**config.mk**
```make
export PLATFORM = sky130hd
export DESIGN_NAME = decode_stage_flat
export DESIGN_NICKNAME = d
export VERILOG_FILES = /design/src/rtl/pipe_defs.sv /design/src/rtl/decode_stage_if.sv /design/src/rtl/decode_scoreboard.sv /design/src/rtl/decode_stage.sv /design/src/flat_wrapper.sv
export SDC_FILE = /design/constraint.sdc
export NUM_CORES = 1
export LEC_CHECK = 0
export CORE_UTILIZATION = 35
export CTS_CLUSTER_DIAMETER = 80
export DETAILED_ROUTE_END_ITERATION = 16
export PLACE_DENSITY_LB_ADDON = 0.2
export SLEW_MARGIN = 25
export SYNTH_ARGS = -nofsm -noshare
export SYNTH_HDL_FRONTEND = slang
export SYNTH_HIERARCHICAL = 1
export SYNTH_SLANG_ARGS = --single-unit
```
**constraint.sdc**
```tcl
create_clock -name I_CLOCK -period 9.55 [get_ports I_CLOCK]
set_clock_uncertainty 0.2 [all_clocks]
set_input_delay 1.91 -clock I_CLOCK [delete_from_list [all_inputs] [get_ports I_CLOCK]]
set_output_delay 1.91 -clock I_CLOCK [all_outputs]
set_load 0.01 [all_outputs]
```
**src/rtl/pipe_defs.sv**
```systemverilog
// Shared decode definitions: opcodes, IR field positions,
// opcode classes and the DE/EX latch layout.
package pipe_defs;

  localparam int PC_W   = 16;
  localparam int IR_W   = 32;
  localparam int DATA_W = 16;
  localparam int NREGS  = 16;
  localparam int REG_W  = $clog2(NREGS);

  typedef logic [REG_W-1:0] reg_idx_t;

  localparam logic [7:0] OP_ADD  = 8'h01;
  localparam logic [7:0] OP_ADDI = 8'h02;
  localparam logic [7:0] OP_MOVI = 8'h03;
  localparam logic [7:0] OP_ST   = 8'h04;
  localparam logic [7:0] OP_BR   = 8'h10;
  localparam logic [7:0] OP_BRZ  = 8'h11;
  localparam logic [7:0] OP_NOP  = 8'hFF;

  localparam int OP_HI   = 31;
  localparam int OP_LO   = 24;
  localparam int DEST_HI = 23;
  localparam int DEST_LO = 20;
  localparam int SRC1_HI = 19;
  localparam int SRC1_LO = 16;
  localparam int SRC2_HI = 15;
  localparam int SRC2_LO = 12;
  localparam int IMM_HI  = 15;
  localparam int IMM_LO  = 0;

  function automatic logic is_branch(
    logic [7:0] op
  );
    return op inside {OP_BR, OP_BRZ};
  endfunction

  function automatic logic reads_src1(
    logic [7:0] op
  );
    return op inside {OP_ADD, OP_ADDI,
                      OP_ST, OP_BRZ};
  endfunction

  function automatic logic reads_src2(
    logic [7:0] op
  );
    return op inside {OP_ADD, OP_ST};
  endfunction

  function automatic logic writes_dest(
    logic [7:0] op
  );
    return op inside {OP_ADD, OP_ADDI,
                      OP_MOVI};
  endfunction

  typedef struct packed {
    logic [PC_W-1:0]   pc;
    logic [7:0]        opcode;
    reg_idx_t          dest;
    logic [DATA_W-1:0] src1;
    logic [DATA_W-1:0] src2;
    logic [DATA_W-1:0] imm;
    logic              stall;
  } de_ex_t;

  localparam de_ex_t DE_EX_RESET = '{
    pc:     '0,
    opcode: OP_NOP,
    dest:   '0,
    src1:   '0,
    src2:   '0,
    imm:    '0,
    stall:  1'b1
  };

endpackage

```
**src/rtl/decode_stage_if.sv**
```systemverilog
// FE/DE, writeback and branch inputs plus DE/EX
// outputs of the decode stage.
interface decode_stage_if
  import pipe_defs::*;
#(
  parameter int PC_WIDTH   = PC_W,
  parameter int IR_WIDTH   = IR_W,
  parameter int DATA_WIDTH = DATA_W
);
  logic [PC_WIDTH-1:0]   I_PC;
  logic [IR_WIDTH-1:0]   I_IR;
  logic                  I_FetchStall;
  logic                  I_WBEnable;
  logic [3:0]            I_WBDestReg;
  logic [DATA_WIDTH-1:0] I_WBData;
  logic                  I_BranchResolved;
  logic [PC_WIDTH-1:0]   O_PC;
  logic [7:0]            O_Opcode;
  logic [3:0]            O_DestReg;
  logic [DATA_WIDTH-1:0] O_Src1Value;
  logic [DATA_WIDTH-1:0] O_Src2Value;
  logic [DATA_WIDTH-1:0] O_Imm;
  logic                  O_DecodeStall;
  logic                  O_BranchStallSignal;
  logic                  O_DepStallSignal;

  modport master (
    output I_PC, I_IR, I_FetchStall,
    output I_WBEnable, I_WBDestReg, I_WBData,
    output I_BranchResolved,
    input  O_PC, O_Opcode, O_DestReg,
    input  O_Src1Value, O_Src2Value, O_Imm,
    input  O_DecodeStall,
    input  O_BranchStallSignal, O_DepStallSignal
  );

  modport slave (
    input  I_PC, I_IR, I_FetchStall,
    input  I_WBEnable, I_WBDestReg, I_WBData,
    input  I_BranchResolved,
    output O_PC, O_Opcode, O_DestReg,
    output O_Src1Value, O_Src2Value, O_Imm,
    output O_DecodeStall,
    output O_BranchStallSignal, O_DepStallSignal
  );
endinterface

```
**src/rtl/decode_scoreboard.sv**
```systemverilog
// Busy-bit scoreboard: RAW/WAW hazard detect with
// same-cycle writeback bypass.
module decode_scoreboard
  import pipe_defs::*;
#(
  parameter int NUM_REGS = NREGS
) (
  input  logic     clk,
  input  logic     rst,
  input  logic     set_en,
  input  reg_idx_t set_idx,
  input  logic     clr_en,
  input  reg_idx_t clr_idx,
  input  reg_idx_t src1,
  input  reg_idx_t src2,
  input  reg_idx_t dest,
  input  logic     rd1,
  input  logic     rd2,
  input  logic     wd,
  output logic     hazard,
  output logic     byp1,
  output logic     byp2
);
  logic [NUM_REGS-1:0] busy;
  logic [NUM_REGS-1:0] busy_nxt;
  logic [NUM_REGS-1:0] clr_mask;
  logic [NUM_REGS-1:0] eff;
  logic                byp_d;

  always_comb begin
    clr_mask = '0;
    if (clr_en) clr_mask[clr_idx] = 1'b1;
  end

  // a register written back this cycle is free now
  assign eff = busy & ~clr_mask;

  // set is applied last so it wins a same-bit clear
  always_comb begin
    busy_nxt = eff;
    if (set_en) busy_nxt[set_idx] = 1'b1;
  end

  always_ff @(negedge clk) begin
    if (rst) busy <= '0;
    else     busy <= busy_nxt;
  end

  assign byp1  = clr_en && clr_idx == src1;
  assign byp2  = clr_en && clr_idx == src2;
  assign byp_d = clr_en && clr_idx == dest;

  assign hazard = (rd1 && busy[src1] && !byp1)
               || (rd2 && busy[src2] && !byp2)
               || (wd  && busy[dest] && !byp_d);
endmodule

```
**src/rtl/decode_stage.sv**
```systemverilog
// Decode stage: field decode, register file read,
// hazard stalls and DE/EX latch.
module decode_stage
  import pipe_defs::*;
#(
  parameter int PC_WIDTH   = PC_W,
  parameter int IR_WIDTH   = IR_W,
  parameter int DATA_WIDTH = DATA_W,
  parameter int NUM_REGS   = NREGS
) (
  input logic I_CLOCK,
  input logic I_RESET,
  decode_stage_if.slave bus
);
  logic [IR_WIDTH-1:0]   ir;
  logic [PC_WIDTH-1:0]   pc;
  logic [7:0]            op;
  reg_idx_t              dest, src1, src2;
  logic                  live, rd1, rd2, wd, br;
  logic                  sb_hazard, byp1, byp2;
  logic                  dep_hazard, issue;
  logic                  branch_pending;
  logic [DATA_WIDTH-1:0] src1_val, src2_val;
  logic [DATA_WIDTH-1:0] rf [NUM_REGS];
  de_ex_t                de_ex;

  assign ir   = bus.I_IR;
  assign pc   = bus.I_PC;
  assign op   = ir[OP_HI:OP_LO];
  assign dest = ir[DEST_HI:DEST_LO];
  assign src1 = ir[SRC1_HI:SRC1_LO];
  assign src2 = ir[SRC2_HI:SRC2_LO];

  assign live = !bus.I_FetchStall && op != OP_NOP;
  assign rd1  = reads_src1(op);
  assign rd2  = reads_src2(op);
  assign wd   = writes_dest(op);
  assign br   = is_branch(op);

  decode_scoreboard #(
    .NUM_REGS (NUM_REGS)
  ) u_sb (
    .clk     (I_CLOCK),
    .rst     (I_RESET),
    .set_en  (issue && wd),
    .set_idx (dest),
    .clr_en  (bus.I_WBEnable),
    .clr_idx (bus.I_WBDestReg),
    .src1    (src1),
    .src2    (src2),
    .dest    (dest),
    .rd1     (rd1),
    .rd2     (rd2),
    .wd      (wd),
    .hazard  (sb_hazard),
    .byp1    (byp1),
    .byp2    (byp2)
  );

  assign dep_hazard = live && !branch_pending
                   && sb_hazard;
  assign issue = live && !sb_hazard
              && !branch_pending;

  assign bus.O_DepStallSignal    = dep_hazard;
  assign bus.O_BranchStallSignal = branch_pending
    || (live && br && !dep_hazard);

  assign src1_val = byp1 ? bus.I_WBData : rf[src1];
  assign src2_val = byp2 ? bus.I_WBData : rf[src2];

  always_ff @(negedge I_CLOCK) begin
    if (bus.I_WBEnable)
      rf[bus.I_WBDestReg] <= bus.I_WBData;
  end

  always_ff @(negedge I_CLOCK) begin
    if (I_RESET) begin
      de_ex          <= DE_EX_RESET;
      branch_pending <= 1'b0;
    end else begin
      if (issue) begin
        de_ex.pc     <= pc;
        de_ex.opcode <= op;
        de_ex.dest   <= dest;
        de_ex.src1   <= src1_val;
        de_ex.src2   <= src2_val;
        de_ex.imm    <= ir[IMM_HI:IMM_LO];
        de_ex.stall  <= 1'b0;
      end else begin
        de_ex.opcode <= OP_NOP;
        de_ex.stall  <= 1'b1;
      end
      if (issue && br)
        branch_pending <= 1'b1;
      else if (bus.I_BranchResolved)
        branch_pending <= 1'b0;
    end
  end

  assign bus.O_PC          = de_ex.pc;
  assign bus.O_Opcode      = de_ex.opcode;
  assign bus.O_DestReg     = de_ex.dest;
  assign bus.O_Src1Value   = de_ex.src1;
  assign bus.O_Src2Value   = de_ex.src2;
  assign bus.O_Imm         = de_ex.imm;
  assign bus.O_DecodeStall = de_ex.stall;
endmodule

```
**src/flat_wrapper.sv**
```systemverilog
// flat-port wrapper written by rule: the top's interface ports become plain ports
module decode_stage_flat import pipe_defs::*;
#(
  parameter int PC_WIDTH   = PC_W,
  parameter int IR_WIDTH   = IR_W,
  parameter int DATA_WIDTH = DATA_W,
  parameter int NUM_REGS   = NREGS
)
  (I_CLOCK, I_RESET, bus_I_PC, bus_I_IR, bus_I_FetchStall, bus_I_WBEnable, bus_I_WBDestReg, bus_I_WBData, bus_I_BranchResolved, bus_O_PC, bus_O_Opcode, bus_O_DestReg, bus_O_Src1Value, bus_O_Src2Value, bus_O_Imm, bus_O_DecodeStall, bus_O_BranchStallSignal, bus_O_DepStallSignal);
  decode_stage_if #(.PC_WIDTH(PC_WIDTH), .IR_WIDTH(IR_WIDTH), .DATA_WIDTH(DATA_WIDTH)) bus_i ();
  input logic I_CLOCK;
  input logic I_RESET;
  input wire logic [$bits(bus_i.I_PC)-1:0] bus_I_PC;
  input wire logic [$bits(bus_i.I_IR)-1:0] bus_I_IR;
  input wire logic [$bits(bus_i.I_FetchStall)-1:0] bus_I_FetchStall;
  input wire logic [$bits(bus_i.I_WBEnable)-1:0] bus_I_WBEnable;
  input wire logic [$bits(bus_i.I_WBDestReg)-1:0] bus_I_WBDestReg;
  input wire logic [$bits(bus_i.I_WBData)-1:0] bus_I_WBData;
  input wire logic [$bits(bus_i.I_BranchResolved)-1:0] bus_I_BranchResolved;
  output wire logic [$bits(bus_i.O_PC)-1:0] bus_O_PC;
  output wire logic [$bits(bus_i.O_Opcode)-1:0] bus_O_Opcode;
  output wire logic [$bits(bus_i.O_DestReg)-1:0] bus_O_DestReg;
  output wire logic [$bits(bus_i.O_Src1Value)-1:0] bus_O_Src1Value;
  output wire logic [$bits(bus_i.O_Src2Value)-1:0] bus_O_Src2Value;
  output wire logic [$bits(bus_i.O_Imm)-1:0] bus_O_Imm;
  output wire logic [$bits(bus_i.O_DecodeStall)-1:0] bus_O_DecodeStall;
  output wire logic [$bits(bus_i.O_BranchStallSignal)-1:0] bus_O_BranchStallSignal;
  output wire logic [$bits(bus_i.O_DepStallSignal)-1:0] bus_O_DepStallSignal;
  assign bus_i.I_PC = bus_I_PC;
  assign bus_i.I_IR = bus_I_IR;
  assign bus_i.I_FetchStall = bus_I_FetchStall;
  assign bus_i.I_WBEnable = bus_I_WBEnable;
  assign bus_i.I_WBDestReg = bus_I_WBDestReg;
  assign bus_i.I_WBData = bus_I_WBData;
  assign bus_i.I_BranchResolved = bus_I_BranchResolved;
  assign bus_O_PC = bus_i.O_PC;
  assign bus_O_Opcode = bus_i.O_Opcode;
  assign bus_O_DestReg = bus_i.O_DestReg;
  assign bus_O_Src1Value = bus_i.O_Src1Value;
  assign bus_O_Src2Value = bus_i.O_Src2Value;
  assign bus_O_Imm = bus_i.O_Imm;
  assign bus_O_DecodeStall = bus_i.O_DecodeStall;
  assign bus_O_BranchStallSignal = bus_i.O_BranchStallSignal;
  assign bus_O_DepStallSignal = bus_i.O_DepStallSignal;
  decode_stage #(.PC_WIDTH(PC_WIDTH), .IR_WIDTH(IR_WIDTH), .DATA_WIDTH(DATA_WIDTH), .NUM_REGS(NUM_REGS)) u_core (.I_CLOCK(I_CLOCK), .I_RESET(I_RESET), .bus(bus_i));
endmodule
```
* Word level (Yosys, flattened, before mapping) *
Memories as Yosys holds them, arrays and structs flattened. A register that Yosys moved wholly into a read port is not among the register bits.
Cells that the tools add are included.

word-level totals
  flip-flop bits (word level) = 62
  memory bits (writable) = 256
  output and inout port bits = 79
  logic and storage cells = 81
  memories = 1

memory list
  memory     words  bits a word  read ports  clocked after memory_dff  write ports  line                RTL
  u_core.rf  16     16           2           2                         1            decode_stage.sv:24  logic [DATA_WIDTH-1:0] rf [NUM_REGS];

operators by class
  magnitude comparators = 6
  equality and inequality tests = 10
  mux-type cells = 17
  bitwise operators = 4
  reduce and logical (&&, ||, !) cells = 36

operator list
  operator                                                                count
  16-bit two-way mux                                                      2
  1-bit logical AND                                                       20
  4-bit by 5-bit < comparator with 1-bit output (second input constant)   4
  16-bit bitwise AND                                                      1
  8-bit by 2-bit == test with 1-bit output (second input constant)        2
  8-bit by 5-bit == test with 1-bit output (second input constant)        2
  16-bit inverter                                                         1
  16-bit OR                                                               1
  1-bit binary-select mux with 4-bit select                               3
  4-bit == test                                                           3
  1-bit two-way mux                                                       10
  1-bit demux with 4-bit select                                           2
  8-bit by 1-bit == test with 1-bit output (second input constant)        1
  8-bit by 3-bit == test with 1-bit output (second input constant)        1
  4-bit by 1-bit >= comparator with 1-bit output (second input constant)  2
  8-bit != test (second input constant)                                   1
  1-bit zero test                                                         7
  2-bit nonzero test                                                      3
  4-bit nonzero test                                                      1
  1-bit logical OR                                                        3
  3-bit nonzero test                                                      1
  2-bit OR reduction                                                      1
  1-bit inverter                                                          1

* Longest topological paths before layout *
  word-level depth = 11
  gate-level depth with buffers = 17
  gate-level depth less buffers = 13

* Modules after synthesis *
The synthesis kept the hierarchy.

by module, submodules not included
  module             times used  cells each  area an instance (um^2)  sequential area each (um^2)
  decode_stage       1           869         14657.8                  9248.9
  decode_scoreboard  1           131         1251.2                   320.3

==> impl_metrics.toml <==
[layout]
area.sequential_mm2 = 0.00957
nets = 1644
stdcell_area_mm2 = 0.0216
layout-drive-gt1-share = 0.256
instances_no_fill = 2192
syn_to_final_growth_pct = 35.8
final_common_cell = "inv_1"
multiInputGateArea_mm2 = 0.00607
fill_cells = 4011
layout_common_cells = "364 x inv_1, 256 x edfxtp_1, 143 x clkdlybuf4s50_1"

[grt]
grt_pass1_wl_mm = 71.9
grt_max_degree = 97
grt_pass1_vias = 12700
grt_overflow_total = 0
grt_usage = 0.209
grtUsageMet3 = 0.0709
antenna_found_initial = 3
top_usage_layer = "met2"
use_met2 = 0.332
met1_usage = 0.255

[synth]
synth_top_area_share = 0.483
ys_warn_count = 6
ys.flop_type = "edfxtp_1"
synthCells = 1000
synth_nets = 1073
yosysSeqAreaShare = 0.601
async_flop_share = 0
synth_edf_count = 256
synth_area_leader_cell = "edfxtp_1"
ys_top_cells_by_area = "edfxtp_1 48%, mux4_2 19%, dfxtp_1 12%"
syn_avg_cell_area_um2 = 15.9
synth_seq_cells = 350
syn_area_mm2 = 0.0159
synth_cell_type_count = 49

[timing]
fin_ws_ns = 0.0197
finalSetupViolations = 0
fin_hold_ws_ns = 0.249
hold_viol = 0
rsz0062_at_grt = "true"
relSlewSlack = 0.474
drv_slew = 0
tightest_slew_ns = 0.789

[floorplanning]
die_area_mm2 = 0.0463
start_util = 0.357
io_pins = 152
rows = 77
coreArea_mm2 = 0.0445
die_y_um = 215
die_w_um = 215

[drt]
post_drt_wl_per_cell_um = 22.3
first_pass_iters = 5
drtIter0Drc = 998
wl_mm = 49.0
drc_errors = 0
num_vias = 11800
via_per_inst = 5.37
ant_nets = 0

[power]
fin_total_pwr_mw = 4.27
vdd_drop_max_v = 0.000135
powerDensity_mw_per_mm2 = 197
p_leak_nw = 8.61

[placement]
place_congestion = 0.816
dp_cells = 1770
hpwl_mm = 27.5
placed_cell_area_mm2 = 0.0189
pre_cts_ws_ns = -0.351
place.port_buffers = 151

[worst_hold_path]
hp-class = "reg -> reg"

[critical_path]
regToRegStartpoint = "u_core/u_sb/busy[7]"
critPathSlowestCell = "mux4_2"
crit_arrival_ns = 7.42
critPathLaunchType = "flip-flop"
r2r_cells = 11
cpPeakStageDelay_ns = 0.50
r2r_slack_ns = 6.46
path_class = "reg -> out"
startpoint = "u_core/u_sb/busy[7]"
worstPathCellList = "mux4_2 > mux4_2 > o311ai_4 > o221ai_2 > buf_4 > o31ai_2 > buf_2"
worstPathMaxFanout = 4
crit_end = "bus_O_BranchStallSignal"
cp_data_required_time_ns = 7.44
crit_top_cell = "mux4_2"
worstSetupEndpointType = "output port"
timing.rr.end = "u_core/u_sb/busy[2]"

[clock_network]
path_clk_slew_ns = 0.04
clockBufferDepth = 3
clk_latency_ns = 0.60
numCtsBuffers = 41
cts_tree = "done"
hold_buffers = 0
htree_levels = 2
clock-sinks = 350
clock_tree.root_cell = "clkbuf_16"

[run_status]
outcome = "complete, no violations"

[flow_run]
cap_violations = 0
==> sequential cells by signal (all words and copies together), names as in the netlist <==
name                      cells
u_core/bus.O_DestReg          4
u_core/bus.O_Imm             16
u_core/u_sb/busy             16
u_core/bus.O_PC              16
u_core/bus.O_Opcode           8
u_core/bus.O_Src2Value       16
u_core/bus.O_DecodeStall      1
u_core/branch_pending         1
u_core/rf                   256
u_core/bus.O_Src1Value       16
==> logic make-up (layout without fill, tap and decap cells) <==
group,after synthesis,count (layout),share of synthesized area
AOI/OAI and AO/OA,145,145,0.0634
xor gates and xnor gates,14,14,0.00771
buffers and inverters,84,683,0.0220
DFF,350,350,0.601
muxes,210,210,0.249
other,0,1,0
and+or+nand+nor,197,197,0.0566
==> worst min-delay path by stage <==
stage	end	slack, ns	start	cells past startpoint
6_report	u_core/bus.O_Imm[3]	0.25	u_core/bus.O_Imm[3]	2
3_3_place_gp	u_core/bus.O_PC[0]	0.24	u_core/bus.O_PC[0]	2
5_1_grt	u_core/bus.O_PC[11]	0.27	u_core/bus.O_PC[11]	2
4_1_cts	u_core/bus.O_Imm[3]	0.25	u_core/bus.O_Imm[3]	2
3_5_place_dp	u_core/bus.O_PC[1]	0.25	u_core/bus.O_PC[1]	2
2_1_floorplan	u_core/u_sb/busy[15]	0.27	u_core/u_sb/busy[15]	2
==> layout make-up <==
cell class / count / area share
sequential: 350 / 0.443
multi-input combinational: 566 / 0.281
timing repair buffer: 259 / 0.118
clock inverter: 380 / 0.0757
clock buffer: 41 / 0.0475
tap: 592 / 0.0343
inverter: 3 / 0.000521
antenna: 1 / 0.000116
==> power breakdown <==
part           internal [mW]  leakage, nW  switching [mW]
Sequential              1.69         3.09          0.0205
Clock                   1.16         2.55           0.985
Combinational          0.206         2.97           0.203
Total                   3.06         8.61            1.21
==> stage by stage <==
step                      setup TNS, ns  utilization
after global placement           -22.26        0.425
final                                 0        0.485
after global routing             -0.108        0.485
after CTS                             0        0.484
after floorplan                  -0.100            -
after detailed placement         -25.63        0.425
==> routing by layer <==
metal / vias up / part of all wire
li1: 5194 / -
met4: 4 / 0.022
met2: 540 / 0.49
met3: 74 / 0.078
met1: 5969 / 0.41
met5: - / 0.00049
==> repair_timing <==
item,CTS,global route
pin swaps,2,0
gates resized for setup,13,3
setup buffers,1,0
setup endpoints to repair,2,3
gates cloned,0,1
==> cells in the mapped netlist, types with 2 or more instances <==
library cell	instances
xor2_1	7
buf_1	5
mux2i_1	8
nand2b_1	7
nor2b_1	6
a211oi_1	31
or3_1	7
nand4_1	3
xnor2_1	7
o211ai_1	2
nor3_1	6
edfxtp_1	256
mux4_1	4
o41ai_1	4
mux4_2	137
buf_4	2
clkbuf_1	55
or4_1	2
nand3b_1	6
nor2_1	49
a21oi_1	54
nand2_1	91
inv_1	5
o21ai_0	3
buf_2	16
a222oi_1	29
mux2_2	61
nor3b_1	2
nor4_1	3
o21ai_1	15
nand3_1	6
dfxtp_1	94
==> worst max-delay path: cells and delay by family (launching register included) <==
kind,cells,cell delay (ns)
AOI/OAI and AO/OA,3,0.40
buffers and inverters,2,0.33
DFF,1,0.33
muxes,2,0.98
(Power assumes the default switching activity.)
